## config.mk

```make
export PLATFORM = sky130hd
export DESIGN_NAME = mshr_coalesce_flat
export DESIGN_NICKNAME = d
export VERILOG_FILES = /design/src/rtl/mshr_coalesce_if.sv /design/src/rtl/mshr_coalesce.sv /design/src/flat_wrapper.sv
export SDC_FILE = /design/constraint.sdc
export NUM_CORES = 1
export LEC_CHECK = 0
export ABC_CLOCK_PERIOD_IN_PS = 3140
export CAP_MARGIN = 20
export CORE_MARGIN = 5
export CORE_UTILIZATION = 45
export CTS_CLUSTER_DIAMETER = 60
export DETAILED_ROUTE_END_ITERATION = 10
export PLACE_DENSITY = 0.76
export SETUP_SLACK_MARGIN = 0.1
export SYNTH_ARGS = -nofsm -noshare
export SYNTH_HDL_FRONTEND = slang
export SYNTH_SLANG_ARGS = --single-unit
export TNS_END_PERCENT = 30
```

## constraint.sdc

```tcl
create_clock -name clk_i -period 3.14 [get_ports clk_i]
set_clock_uncertainty 0.1 [all_clocks]
set_input_delay 0.314 -clock clk_i [delete_from_list [all_inputs] [get_ports clk_i]]
set_output_delay 0.314 -clock clk_i [all_outputs]
set_load 0.01 [all_outputs]
```

## src/rtl/mshr_coalesce_if.sv

```systemverilog
// mshr_coalesce_if
//   Bundles the request, issue, refill, replay and status signals of the
//   miss-status holding register block. Signal suffixes (_i/_o) are named
//   from the MSHR's point of view.
//   Modports:
//     slave  - the MSHR itself (mshr_coalesce)
//     master - whatever drives requests/refills and consumes issue/replay
//   Parameters must match the widths derived inside mshr_coalesce:
//     IDX_WIDTH = max(1, clog2(N_ENTRIES)), CNT_WIDTH = clog2(N_ENTRIES+1).
interface mshr_coalesce_if #(
  parameter int KEY_WIDTH = 32,
  parameter int TGT_WIDTH = 8,
  parameter int IDX_WIDTH = 2,
  parameter int CNT_WIDTH = 3
);
  logic                 flush_i;
  logic                 req_valid_i;
  logic                 req_ready_o;
  logic [KEY_WIDTH-1:0] req_key_i;
  logic [TGT_WIDTH-1:0] req_tgt_i;
  logic [IDX_WIDTH-1:0] req_idx_o;
  logic                 req_merged_o;
  logic                 issue_valid_o;
  logic                 issue_ready_i;
  logic [KEY_WIDTH-1:0] issue_key_o;
  logic [IDX_WIDTH-1:0] issue_idx_o;
  logic                 refill_valid_i;
  logic [IDX_WIDTH-1:0] refill_idx_i;
  logic                 replay_valid_o;
  logic                 replay_ready_i;
  logic [KEY_WIDTH-1:0] replay_key_o;
  logic [TGT_WIDTH-1:0] replay_tgt_o;
  logic [IDX_WIDTH-1:0] replay_idx_o;
  logic                 full_o;
  logic [CNT_WIDTH-1:0] count_o;

  modport slave (
    input  flush_i, req_valid_i, req_key_i, req_tgt_i, issue_ready_i,
           refill_valid_i, refill_idx_i, replay_ready_i,
    output req_ready_o, req_idx_o, req_merged_o, issue_valid_o, issue_key_o,
           issue_idx_o, replay_valid_o, replay_key_o, replay_tgt_o,
           replay_idx_o, full_o, count_o
  );

  modport master (
    output flush_i, req_valid_i, req_key_i, req_tgt_i, issue_ready_i,
           refill_valid_i, refill_idx_i, replay_ready_i,
    input  req_ready_o, req_idx_o, req_merged_o, issue_valid_o, issue_key_o,
           issue_idx_o, replay_valid_o, replay_key_o, replay_tgt_o,
           replay_idx_o, full_o, count_o
  );
endinterface

```

## src/rtl/mshr_coalesce.sv

```systemverilog
// mshr_coalesce
//   Miss-status holding registers with optional secondary-miss coalescing.
//   Each entry tracks one outstanding line: FREE -> WAIT_ISSUE -> INFLIGHT
//   -> REPLAY -> FREE, with a FIFO of requester target ids that are woken
//   up one per cycle after the refill arrives.
//   Ports:
//     clk_i   - clock, rising edge
//     rst_ni  - asynchronous active-low reset
//     bus     - mshr_coalesce_if.slave: flush, request (valid/ready, key,
//               target, idx, merged), issue (valid/ready, key, idx), refill
//               (valid, idx), replay (valid/ready, key, tgt, idx), full, count
//   Configuration macro:
//     MSHR_COALESCE_MERGE_EN - when defined, requests hitting a WAIT_ISSUE or
//       INFLIGHT entry with room append their target. When undefined, every
//       key hit stalls and each entry holds exactly one target.
module mshr_coalesce #(
  parameter int N_ENTRIES = 4,
  parameter int KEY_WIDTH = 32,
  parameter int TGT_WIDTH = 8,
  parameter int N_TARGETS = 4
) (
  input logic            clk_i,
  input logic            rst_ni,
  mshr_coalesce_if.slave bus
);

`ifdef MSHR_COALESCE_MERGE_EN
  localparam bit MERGE_EN = 1'b1;
`else
  localparam bit MERGE_EN = 1'b0;
`endif

  localparam int IDX_W    = (N_ENTRIES > 1) ? $clog2(N_ENTRIES) : 1;
  localparam int CNT_W    = $clog2(N_ENTRIES + 1);
  localparam int EFF_TGTS = MERGE_EN ? N_TARGETS : 1;
  localparam int TC_W     = $clog2(EFF_TGTS + 1);

  typedef enum logic [1:0] {FREE, WAIT_ISSUE, INFLIGHT, REPLAY} entry_state_e;

  entry_state_e         state_q [N_ENTRIES];
  entry_state_e         state_d [N_ENTRIES];
  logic [KEY_WIDTH-1:0] key_q   [N_ENTRIES];
  logic [KEY_WIDTH-1:0] key_d   [N_ENTRIES];
  logic [TGT_WIDTH-1:0] tgt_q   [N_ENTRIES][EFF_TGTS];
  logic [TGT_WIDTH-1:0] tgt_d   [N_ENTRIES][EFF_TGTS];
  logic [TC_W-1:0]      tcnt_q  [N_ENTRIES];
  logic [TC_W-1:0]      tcnt_d  [N_ENTRIES];

  // Locks keep the presented issue/replay entry stable while the consumer
  // back-pressures, even if a lower-index entry becomes eligible meanwhile.
  logic             issue_lock_q, issue_lock_d;
  logic [IDX_W-1:0] issue_lock_idx_q, issue_lock_idx_d;
  logic             replay_lock_q, replay_lock_d;
  logic [IDX_W-1:0] replay_lock_idx_q, replay_lock_idx_d;

  logic             hit, free_any, wait_any, repl_any, merge_ok, accept;
  logic [IDX_W-1:0] hit_idx, free_idx, wait_idx, repl_idx;
  logic [IDX_W-1:0] issue_sel, replay_sel;
  logic [CNT_W-1:0] busy_cnt;
  logic             issue_valid, replay_valid, issue_fire, replay_fire;

  // Key lookup and priority encoders; loops run high-to-low so the last
  // assignment wins with the lowest index.
  always_comb begin
    hit      = 1'b0;
    hit_idx  = '0;
    free_any = 1'b0;
    free_idx = '0;
    wait_any = 1'b0;
    wait_idx = '0;
    repl_any = 1'b0;
    repl_idx = '0;
    busy_cnt = '0;
    for (int e = N_ENTRIES - 1; e >= 0; e--) begin
      if (state_q[e] == FREE) begin
        free_any = 1'b1;
        free_idx = IDX_W'(e);
      end else begin
        busy_cnt = busy_cnt + CNT_W'(1);
        if (key_q[e] == bus.req_key_i) begin
          hit     = 1'b1;
          hit_idx = IDX_W'(e);
        end
      end
      if (state_q[e] == WAIT_ISSUE) begin
        wait_any = 1'b1;
        wait_idx = IDX_W'(e);
      end
      if (state_q[e] == REPLAY) begin
        repl_any = 1'b1;
        repl_idx = IDX_W'(e);
      end
    end
  end

`ifdef MSHR_COALESCE_MERGE_EN
  assign merge_ok = hit &&
                    ((state_q[hit_idx] == WAIT_ISSUE) || (state_q[hit_idx] == INFLIGHT)) &&
                    (tcnt_q[hit_idx] < TC_W'(N_TARGETS));
`else
  assign merge_ok = 1'b0;
`endif

  // Readiness uses registered state only, so an entry freed this cycle is
  // not visible to allocation until the next one.
  assign bus.req_ready_o = hit ? merge_ok : free_any;
  assign accept          = bus.req_valid_i && bus.req_ready_o;
  assign bus.req_idx_o   = accept ? (hit ? hit_idx : free_idx) : '0;
`ifdef MSHR_COALESCE_MERGE_EN
  assign bus.req_merged_o = accept && hit;
`else
  assign bus.req_merged_o = 1'b0;
`endif

  assign issue_valid       = issue_lock_q || wait_any;
  assign issue_sel         = issue_lock_q ? issue_lock_idx_q : wait_idx;
  assign issue_fire        = issue_valid && bus.issue_ready_i;
  assign bus.issue_valid_o = issue_valid;
  assign bus.issue_key_o   = issue_valid ? key_q[issue_sel] : '0;
  assign bus.issue_idx_o   = issue_valid ? issue_sel : '0;

  assign replay_valid       = replay_lock_q || repl_any;
  assign replay_sel         = replay_lock_q ? replay_lock_idx_q : repl_idx;
  assign replay_fire        = replay_valid && bus.replay_ready_i;
  assign bus.replay_valid_o = replay_valid;
  assign bus.replay_key_o   = replay_valid ? key_q[replay_sel] : '0;
  assign bus.replay_tgt_o   = replay_valid ? tgt_q[replay_sel][0] : '0;
  assign bus.replay_idx_o   = replay_valid ? replay_sel : '0;

  assign bus.full_o  = !free_any;
  assign bus.count_o = busy_cnt;

  // Next-state for all entries. Issue, refill, replay and request touch
  // entries in distinct states, so they never collide except merge+refill,
  // which update independent fields. Flush is applied last to override all.
  always_comb begin
    for (int e = 0; e < N_ENTRIES; e++) begin
      state_d[e] = state_q[e];
      key_d[e]   = key_q[e];
      tcnt_d[e]  = tcnt_q[e];
      for (int k = 0; k < EFF_TGTS; k++) begin
        tgt_d[e][k] = tgt_q[e][k];
      end
    end
    issue_lock_d      = issue_valid && !bus.issue_ready_i && !bus.flush_i;
    issue_lock_idx_d  = issue_sel;
    replay_lock_d     = replay_valid && !bus.replay_ready_i && !bus.flush_i;
    replay_lock_idx_d = replay_sel;

    if (issue_fire) begin
      state_d[issue_sel] = INFLIGHT;
    end

    if (bus.refill_valid_i && (int'(bus.refill_idx_i) < N_ENTRIES)) begin
      if (state_q[bus.refill_idx_i] == INFLIGHT) begin
        state_d[bus.refill_idx_i] = REPLAY;
      end
    end

    // Pop shifts the FIFO toward slot 0 so the head is always slot 0.
    if (replay_fire) begin
      for (int k = 0; k < EFF_TGTS - 1; k++) begin
        tgt_d[replay_sel][k] = tgt_q[replay_sel][k+1];
      end
      tgt_d[replay_sel][EFF_TGTS-1] = '0;
      tcnt_d[replay_sel] = tcnt_q[replay_sel] - TC_W'(1);
      if (tcnt_q[replay_sel] == TC_W'(1)) begin
        state_d[replay_sel] = FREE;
      end
    end

    if (accept && !hit) begin
      state_d[free_idx]  = WAIT_ISSUE;
      key_d[free_idx]    = bus.req_key_i;
      tgt_d[free_idx][0] = bus.req_tgt_i;
      tcnt_d[free_idx]   = TC_W'(1);
    end
`ifdef MSHR_COALESCE_MERGE_EN
    if (accept && hit) begin
      tgt_d[hit_idx][tcnt_q[hit_idx]] = bus.req_tgt_i;
      tcnt_d[hit_idx] = tcnt_q[hit_idx] + TC_W'(1);
    end
`endif

    if (bus.flush_i) begin
      for (int e = 0; e < N_ENTRIES; e++) begin
        state_d[e] = FREE;
        tcnt_d[e]  = '0;
        for (int k = 0; k < EFF_TGTS; k++) begin
          tgt_d[e][k] = '0;
        end
      end
    end
  end

  always_ff @(posedge clk_i or negedge rst_ni) begin
    if (!rst_ni) begin
      for (int e = 0; e < N_ENTRIES; e++) begin
        state_q[e] <= FREE;
        key_q[e]   <= '0;
        tcnt_q[e]  <= '0;
        for (int k = 0; k < EFF_TGTS; k++) begin
          tgt_q[e][k] <= '0;
        end
      end
      issue_lock_q      <= 1'b0;
      issue_lock_idx_q  <= '0;
      replay_lock_q     <= 1'b0;
      replay_lock_idx_q <= '0;
    end else begin
      for (int e = 0; e < N_ENTRIES; e++) begin
        state_q[e] <= state_d[e];
        key_q[e]   <= key_d[e];
        tcnt_q[e]  <= tcnt_d[e];
        for (int k = 0; k < EFF_TGTS; k++) begin
          tgt_q[e][k] <= tgt_d[e][k];
        end
      end
      issue_lock_q      <= issue_lock_d;
      issue_lock_idx_q  <= issue_lock_idx_d;
      replay_lock_q     <= replay_lock_d;
      replay_lock_idx_q <= replay_lock_idx_d;
    end
  end

endmodule

```

## src/flat_wrapper.sv

```systemverilog
// flat-port wrapper written by rule: the top's interface ports become plain ports
module mshr_coalesce_flat 
#(
  parameter int N_ENTRIES = 4,
  parameter int KEY_WIDTH = 32,
  parameter int TGT_WIDTH = 8,
  parameter int N_TARGETS = 4
)
  (clk_i, rst_ni, bus_flush_i, bus_req_valid_i, bus_req_key_i, bus_req_tgt_i, bus_issue_ready_i, bus_refill_valid_i, bus_refill_idx_i, bus_replay_ready_i, bus_req_ready_o, bus_req_idx_o, bus_req_merged_o, bus_issue_valid_o, bus_issue_key_o, bus_issue_idx_o, bus_replay_valid_o, bus_replay_key_o, bus_replay_tgt_o, bus_replay_idx_o, bus_full_o, bus_count_o);
  mshr_coalesce_if #(.KEY_WIDTH(KEY_WIDTH), .TGT_WIDTH(TGT_WIDTH), .IDX_WIDTH(2), .CNT_WIDTH(3)) bus_i ();
  input logic clk_i;
  input logic rst_ni;
  input wire logic [$bits(bus_i.flush_i)-1:0] bus_flush_i;
  input wire logic [$bits(bus_i.req_valid_i)-1:0] bus_req_valid_i;
  input wire logic [$bits(bus_i.req_key_i)-1:0] bus_req_key_i;
  input wire logic [$bits(bus_i.req_tgt_i)-1:0] bus_req_tgt_i;
  input wire logic [$bits(bus_i.issue_ready_i)-1:0] bus_issue_ready_i;
  input wire logic [$bits(bus_i.refill_valid_i)-1:0] bus_refill_valid_i;
  input wire logic [$bits(bus_i.refill_idx_i)-1:0] bus_refill_idx_i;
  input wire logic [$bits(bus_i.replay_ready_i)-1:0] bus_replay_ready_i;
  output wire logic [$bits(bus_i.req_ready_o)-1:0] bus_req_ready_o;
  output wire logic [$bits(bus_i.req_idx_o)-1:0] bus_req_idx_o;
  output wire logic [$bits(bus_i.req_merged_o)-1:0] bus_req_merged_o;
  output wire logic [$bits(bus_i.issue_valid_o)-1:0] bus_issue_valid_o;
  output wire logic [$bits(bus_i.issue_key_o)-1:0] bus_issue_key_o;
  output wire logic [$bits(bus_i.issue_idx_o)-1:0] bus_issue_idx_o;
  output wire logic [$bits(bus_i.replay_valid_o)-1:0] bus_replay_valid_o;
  output wire logic [$bits(bus_i.replay_key_o)-1:0] bus_replay_key_o;
  output wire logic [$bits(bus_i.replay_tgt_o)-1:0] bus_replay_tgt_o;
  output wire logic [$bits(bus_i.replay_idx_o)-1:0] bus_replay_idx_o;
  output wire logic [$bits(bus_i.full_o)-1:0] bus_full_o;
  output wire logic [$bits(bus_i.count_o)-1:0] bus_count_o;
  assign bus_i.flush_i = bus_flush_i;
  assign bus_i.req_valid_i = bus_req_valid_i;
  assign bus_i.req_key_i = bus_req_key_i;
  assign bus_i.req_tgt_i = bus_req_tgt_i;
  assign bus_i.issue_ready_i = bus_issue_ready_i;
  assign bus_i.refill_valid_i = bus_refill_valid_i;
  assign bus_i.refill_idx_i = bus_refill_idx_i;
  assign bus_i.replay_ready_i = bus_replay_ready_i;
  assign bus_req_ready_o = bus_i.req_ready_o;
  assign bus_req_idx_o = bus_i.req_idx_o;
  assign bus_req_merged_o = bus_i.req_merged_o;
  assign bus_issue_valid_o = bus_i.issue_valid_o;
  assign bus_issue_key_o = bus_i.issue_key_o;
  assign bus_issue_idx_o = bus_i.issue_idx_o;
  assign bus_replay_valid_o = bus_i.replay_valid_o;
  assign bus_replay_key_o = bus_i.replay_key_o;
  assign bus_replay_tgt_o = bus_i.replay_tgt_o;
  assign bus_replay_idx_o = bus_i.replay_idx_o;
  assign bus_full_o = bus_i.full_o;
  assign bus_count_o = bus_i.count_o;
  mshr_coalesce #(.N_ENTRIES(N_ENTRIES), .KEY_WIDTH(KEY_WIDTH), .TGT_WIDTH(TGT_WIDTH), .N_TARGETS(N_TARGETS)) u_core (.clk_i(clk_i), .rst_ni(rst_ni), .bus(bus_i));
endmodule
```

Word-level counts from Yosys, hierarchy flattened
Index checks and enable logic that the tools add are counted.
{"block": "totals", "register_bits": 178, "inputBits": 49, "out_inout_bits": 86, "word_cells": 187}
{"block": "op_classes", "addsub": 4, "order_cmp": 8, "eq_ne": 13, "n_mux": 103, "n_bitwise": 16, "n_reduce_logical": 23}
{"cell": "two-way mux 32 bit", "n": 10}
{"cell": "binary-select mux 32 bit (select 2 bit)", "n": 2}
{"cell": "bitwise mux 128 bit", "n": 1}
{"cell": "equality test 32 bit", "n": 4}
{"cell": "two-way mux 8 bit", "n": 12}
{"cell": "demux 32 bit (select 2 bit)", "n": 1}
{"cell": "two-way mux 2 bit", "n": 32}
{"cell": "bitwise AND 32 bit", "n": 1}
{"cell": "bitwise mux 32 bit", "n": 1}
{"cell": "demux 8 bit (select 2 bit)", "n": 2}
{"cell": "inverter 32 bit", "n": 1}
{"cell": "two-way mux 1 bit", "n": 26}
{"cell": "binary-select mux 8 bit (select 2 bit)", "n": 1}
{"cell": "demux 2 bit (select 2 bit)", "n": 4}
{"cell": "greater-or-equal comparator 3 bit, second input constant", "n": 4}
{"cell": "logical AND 1 bit", "n": 12}
{"cell": "< comparator 3 x 1 -> 1 bit, second input constant", "n": 4}
{"cell": "two-way mux 4 bit", "n": 3}
{"cell": "inverter 2 -> 3 bit", "n": 4}
{"cell": "OR 4 bit", "n": 3}
{"cell": "equality test 2 bit, second input constant", "n": 5}
{"cell": "two-way mux 3 bit", "n": 3}
{"cell": "bitwise AND 4 bit", "n": 2}
{"cell": "bitwise AND 8 bit", "n": 1}
{"cell": "14 further kinds", "n": 28}

Longest topological paths before layout
{"block": "logic_depth", "word_depth": 23, "ltp_mapped": 9}

Least setup slack after synthesis
OpenSTA, ideal clock, no wires.
{"block": "synth_path", "path_kind": "register -> output", "start": "reg u_core.state_q[5] (netlist bit)", "end": "out bus_req_idx_o[0]", "arrival_time_ns": 2.104, "path_slack_ns": 0.622, "path_stages_with_launch": 9, "path_cell_list": "dfrtp_1 -> buf_2 -> or2_0 -> clkbuf_1 -> nand3_1 -> nor3_1 -> nor4_4 -> nor2b_1 -> nor3b_1"}
{"block": "synth_between", "elab_chain_cells": 7, "word_cells_on_any_way": 15, "classes_between": "13 x mux; 2 x reduce/logical"}
{"item": "from (decl)", "line": "mshr_coalesce.sv:40", "rtl": "entry_state_e state_q [N_ENTRIES];"}
{"item": "from (signal, indexed assignment)", "line": "mshr_coalesce.sv:212", "rtl": "state_q[e] <= state_d[e];"}
{"item": "zero test 2 bit (*)", "line": "mshr_coalesce.sv:75", "rtl": "if (state_q[e] == FREE) begin"}
{"item": "two-way mux 1 bit", "line": "mshr_coalesce.sv:75"}
{"item": "two-way mux 1 bit", "line": "mshr_coalesce.sv:80", "rtl": "if (key_q[e] == bus.req_key_i) begin"}
{"item": "two-way mux 1 bit", "line": "mshr_coalesce.sv:75"}
{"item": "two-way mux 1 bit (*)", "line": "mshr_coalesce.sv:106", "rtl": "assign bus.req_ready_o = hit ? merge_ok : free_any;"}
{"item": "via bus_req_ready_o", "line": "flat_wrapper.sv:21", "rtl": "output wire logic [$bits(bus_i.req_ready_o)-1:0] bus_req_ready_o;"}
{"item": "logical AND 1 bit (*)", "line": "mshr_coalesce.sv:107", "rtl": "assign accept = bus.req_valid_i && bus.req_ready_o;"}
{"item": "two-way mux 2 bit (*)", "line": "mshr_coalesce.sv:108", "rtl": "assign bus.req_idx_o = accept ? (hit ? hit_idx : free_idx) : '0;"}
{"item": "to (decl)", "line": "flat_wrapper.sv:22", "rtl": "output wire logic [$bits(bus_i.req_idx_o)-1:0] bus_req_idx_o;"}
Mark *: on every way through the listed nets, which the timed path passes. The rest lies on a longest branch.

Worst setup path after layout
{"block": "layout_path", "start": "reg u_core.state_q[7] (netlist bit)", "end": "out bus_issue_key_o[10]"}
{"block": "layout_between", "elab_chain_cells": 8, "word_cells_on_any_way": 10, "classes_between": "1 x eq/ne; 7 x mux; 1 x bitwise; 1 x reduce/logical"}
{"item": "equality test 2 x 1 -> 1 bit (*)", "line": "mshr_coalesce.sv:85", "rtl": "if (state_q[e] == WAIT_ISSUE) begin"}
{"item": "two-way mux 2 bit", "line": "mshr_coalesce.sv:85"}
{"item": "two-way mux 2 bit", "line": "mshr_coalesce.sv:116", "rtl": "assign issue_sel = issue_lock_q ? issue_lock_idx_q : wait_idx;"}
{"item": "inverter 2 -> 3 bit (implied by the code)", "line": "mshr_coalesce.sv:119", "rtl": "assign bus.issue_key_o = issue_valid ? key_q[issue_sel] : '0;"}
{"item": "binary-select mux 32 bit (select 2 bit)", "line": "mshr_coalesce.sv:119"}
{"item": "two-way mux 32 bit (implied by the code) (2 in a row)", "line": "mshr_coalesce.sv:119"}
{"item": "two-way mux 32 bit (*)", "line": "mshr_coalesce.sv:119"}
{"item": "to (decl)", "line": "flat_wrapper.sv:25", "rtl": "output wire logic [$bits(bus_i.issue_key_o)-1:0] bus_issue_key_o;"}
Mark *: on every way between the ends. The rest lies on a longest branch, timed or not. The select of a mux whose other input is x is not followed.

==> results.txt <==
----------------------------------------------------
[Route]
  DRC violation count after routing ... 0
  Residual antenna-violating net count after detailed routing ... 0
  Vias/cell ... 5.841
  Total vias in the final route ... roughly 8.5k
  Average wire per standard cell ... 23.10 microns
  DRC violation total after the first TritonRoute iteration ... around 790
  Router iterations before antenna repair ... 6
  Final Routed Wirelength ... 33800 microns

[Yosys]
  Yosys synthesis warning count ... 0
  Synthesized cell area ... around 11000 sq um
  Post-synthesis net count ... about 970
  Prevailing post-synth register cell ... dfrtp_1
  Number of register bits inferred by synthesis ... around 180
  Count of unique library cells instantiated by Yosys ... 52
  Count of mapped cells out of synthesis ... between 900 and 1k
  Post-synthesis sequential area ratio ... about two fifths
  Count of flip-flops with a built-in enable after synthesis ... 0
  Post-synthesis async set-or-reset flop share ... 100.0%
  Mean post-synth cell area ... 12.34 sq um

[Power and ir drop]
  Net switching fraction of the power ... 35.72%
  Leakage power of the design ... 0.007033 uW
  Power per unit of standard cell area ... 585.8 nW/um^2
  Share of power burned in registers ... roughly 41%
  Switching power ... around 3100 uW
  Share of total power in the clock network ... between 20% and 30%
  Internal power summed over all cells ... 5537 uW
  Share of total power in combinational logic ... between 30% and 40%
  Worst vdd rail ir drop ... 0.3431 mV

[Timing]
  Number of setup violations in the final report ... 3
  Period Utilization, post-route ... 100.9%
  Max-slew headroom at the worst pin ... 50.70%
  Final count of hold timing violations ... 0
  Transition time at the pin with the least slew margin ... 0.7395 ns
  Maximum clock frequency ... 315.6 MHz
  Number of slew-limit violations in the final report ... 0
  Final critical-path setup slack ... -0.02886 ns
  Tmin final ... 3.169 ns
  Setup repair after global routing missed its margin ... yes

[Global route]
  Number of global-route vias before repair ... between 8k and 9k
  Initial antenna violation count ... 0
  Total grt overflow ... 0
  First-pass GRT wire length ... between 50000 and 60000 microns
  Total track usage ... between 20% and 30%
  Pin count of the biggest net entering global routing ... 74

[Critical path]
  Critical-path top delay cell ... mux4_2
  Data arrival, critical path ... 2.75 ns
  Endpoint class of the critical path ... output port
  RR Endpoint ... u_core.key_q[86]$_DFFE_PN0P_
  Cell seen most often among critical-path stages ... buf_12
  Crit Reg-Reg Startpoint ... u_core.key_q[22]$_DFFE_PN0P_
  CP startpoint ... u_core.state_q[7]$_DFF_PN0_
  Maximum net fanout on the critical path ... 10
  Critical path launch point type ... flop
  Delay of the slowest critical-path stage ... 0.54 ns
  Logic depth of the worst register-to-register path ... 10
  Ordered list of cells on the worst path ... nor2b_4 > nor2_2 > a22oi_2 > buf_6 > buf_12 > buf_12 > mux4_2 > and2_1 > dlygate4sd2_1
  Crit path kind ... flop to output port
  Critical path data required time ... 2.73 ns
  Reg-to-reg setup timing slack ... roughly 0.3 ns

[Final layout]
  Fill cell count ... 1978
  Layout cells sized above 1 ... 32.66%
  Commonest cells after routing, fill and taps aside ... dfrtp_1 (171), xor2_1 (112), buf_4 (109)
  Final Instance Count excl. Fillers ... 1463
  Number of antenna diodes ... 0
  Final net count ... 1173
  Leading cell type in the layout, fill and taps excluded ... dfrtp_1
  Layout-stage area growth over the synthesis result ... 30.40%

[Clocking]
  Cts bufs inserted ... 17
  Count of H-tree levels built during CTS ... 4
  Clk sinks ... 178
  CTS root buffer ... clkbuf_16
  Register clock-pin slew on the reported worst setup and hold paths ... around 0.07 ns
  Buffers from clock root to sink, at most ... 2
  Latest clock arrival within the worst-skew pair ... 0.44 ns
  Clock tree from TritonCTS ... done

[Run status]
  Failing checks ... setup timing
  Result of the run ... finished with violations

[Place]
  Number of I/O port buffers ... 133
  Cells after DPL ... 1408
  Final weighted congestion of routability-driven global placement ... 0.9631
  Post-detail-place hpwl ... 24120 microns
  Setup WS pre-CTS ... -0.4589 ns

[Floorplanning]
  Core Region ... 24890 sq um
  Height of the die ... 168.3 microns
  DIE AREA ... 28320 sq um
  Starting density of the core ... 45.30%
  Floorplan row count ... 58
  I/O pin cnt ... about 140
  Die Span X ... between 150 and 200 microns

[Min path]
  End of the worst hold path ... u_core.key_q[49]$_DFFE_PN0P_
  Startpoint of the most critical hold path ... bus_req_key_i[17]
  Number of cells on the worst hold path ... 2
  Path class of the lowest-slack min-delay path ... input port to flop

[Flow run]
  Number of max-cap violations ... 0

----------------------------------------------------
## per-stage QoR
| step | hold slack, ns | area (sq um) | setup TNS [ns] | utilization (%) | total power [uW] |
|---|---|---|---|---|---|
| after floorplan | -0.08159 | 11280 | 0 | - | 5069 |
| after global placement | 0.2958 | 13690 | -30.53 | 54.99 | 6327 |
| after detailed placement | 0.3021 | 13690 | -37.29 | 54.99 | 6420 |
| after CTS | 0.2160 | 14480 | -1.948 | 58.18 | 8531 |
| after global routing | 0.2400 | 14700 | -0.8411 | 59.07 | 8972 |
| final | 0.2197 | 14700 | -0.05386 | 59.07 | 8614 |
## state kept, by name, summed over array words and instances, names as in the netlist
signal / cells
u_core.issue_lock_idx_q: 2
u_core.issue_lock_q: 1
u_core.key_q: 128
u_core.replay_lock_idx_q: 2
u_core.replay_lock_q: 1
u_core.state_q: 8
u_core.tcnt_q: 4
u_core.tgt_q: 32
## layer usage
layer / routed length [microns] / GRT usage, % / vias to the layer above
met1: 14140 / 32.74 / 4421
met3: 2398 / 4.954 / 63
met4: 883 / 7.833 / 0
li1: - / - / 3698
met2: 16370 / 37.37 / 364
met5: 0 / 0 / -
## timing repair
| item | CTS | global route |
|---|---|---|
| cloned | 1 | 0 |
| pin swaps | 13 | 5 |
| setup endpoints to repair | 78 | 78 |
| endpoints found under the hold margin | 70 | 0 |
| setup buffers | 12 | 9 |
| gates resized for setup | 95 | 120 |
| hold buffers | 1 | 0 |
## cell usage after synthesis (3+ instances only)
library cell / n / share of area [%]
ha_1: 4 / 0.44
mux2i_1: 24 / 2.1
mux2_2: 42 / 4.2
mux4_2: 72 / 14
and2_1: 73 / 4.1
nand3_1: 7 / 0.31
buf_4: 4 / 0.27
a21oi_1: 21 / 0.93
o22ai_1: 3 / 0.17
dfrtp_1: 178 / 40
o21ai_0: 5 / 0.22
nand2_1: 22 / 0.73
xnor2_1: 18 / 1.4
inv_1: 13 / 0.43
nor3_1: 12 / 0.53
nor4_4: 3 / 0.57
nand3b_1: 32 / 2.1
nand2b_1: 11 / 0.61
buf_6: 9 / 0.90
clkbuf_1: 17 / 0.57
mux2_1: 87 / 8.7
nand4_1: 11 / 0.61
xor2_1: 116 / 9.0
buf_1: 6 / 0.20
buf_2: 46 / 2.0
nor2b_1: 6 / 0.33
nor4_1: 28 / 1.6
nor2_1: 12 / 0.40
## layout make-up
class                   count  area (sq um)  share of cell area (%)
clock inverters            15         136.4                  0.9275
inverters                  14         56.30                  0.3829
well taps                 330         412.9                   2.808
flip-flops and latches    178          4463                   30.35
multi-input cells         639          6561                   44.62
repair buffers            270          2649                   18.01
clock buffers              17         425.4                   2.893
## logic make-up after synthesis
logic type      share of synthesized area [%]
flops                                   39.50
buf+inv                                 4.483
mux                                     29.39
other cells                           0.03326
xor+xnor                                10.41
simple gates                            13.32
compound gates                          2.419
fa+ha+maj                              0.4439
## how the worst max path moves through the flow
stage | cells past startpoint | slack (ns) | to
floorplan | 8 | 0.62 | bus_req_idx_o[0]
finish | 9 | -0.03 | bus_issue_key_o[10]
CTS | 9 | -0.15 | bus_issue_key_o[0]
global route | 9 | -0.12 | bus_issue_key_o[10]
global placement | 11 | -0.42 | bus_req_idx_o[0]
detailed placement | 11 | -0.46 | bus_req_idx_o[0]
## power by group through the flow
stage | combinational, uW | sequential, uW | clock, uW
after floorplan | 1740 | 3330 | 0
after global placement | 2830 | 3490 | 0
after detailed placement | 2870 | 3550 | 0
after CTS | 2920 | 3510 | 2100
after global routing | 3170 | 3600 | 2200
final | 2980 | 3540 | 2090
## worst max-delay path: cells and delay by family (launching register included)
family | cells | cell delay, ns
DFF | 1 | 0.47
muxes | 1 | 0.54
AOI/OAI and AO/OA | 1 | 0.20
and+or+nand+nor | 3 | 0.40
buffers and inverters | 4 | 0.70
Power figures use the tool's default switching activity.
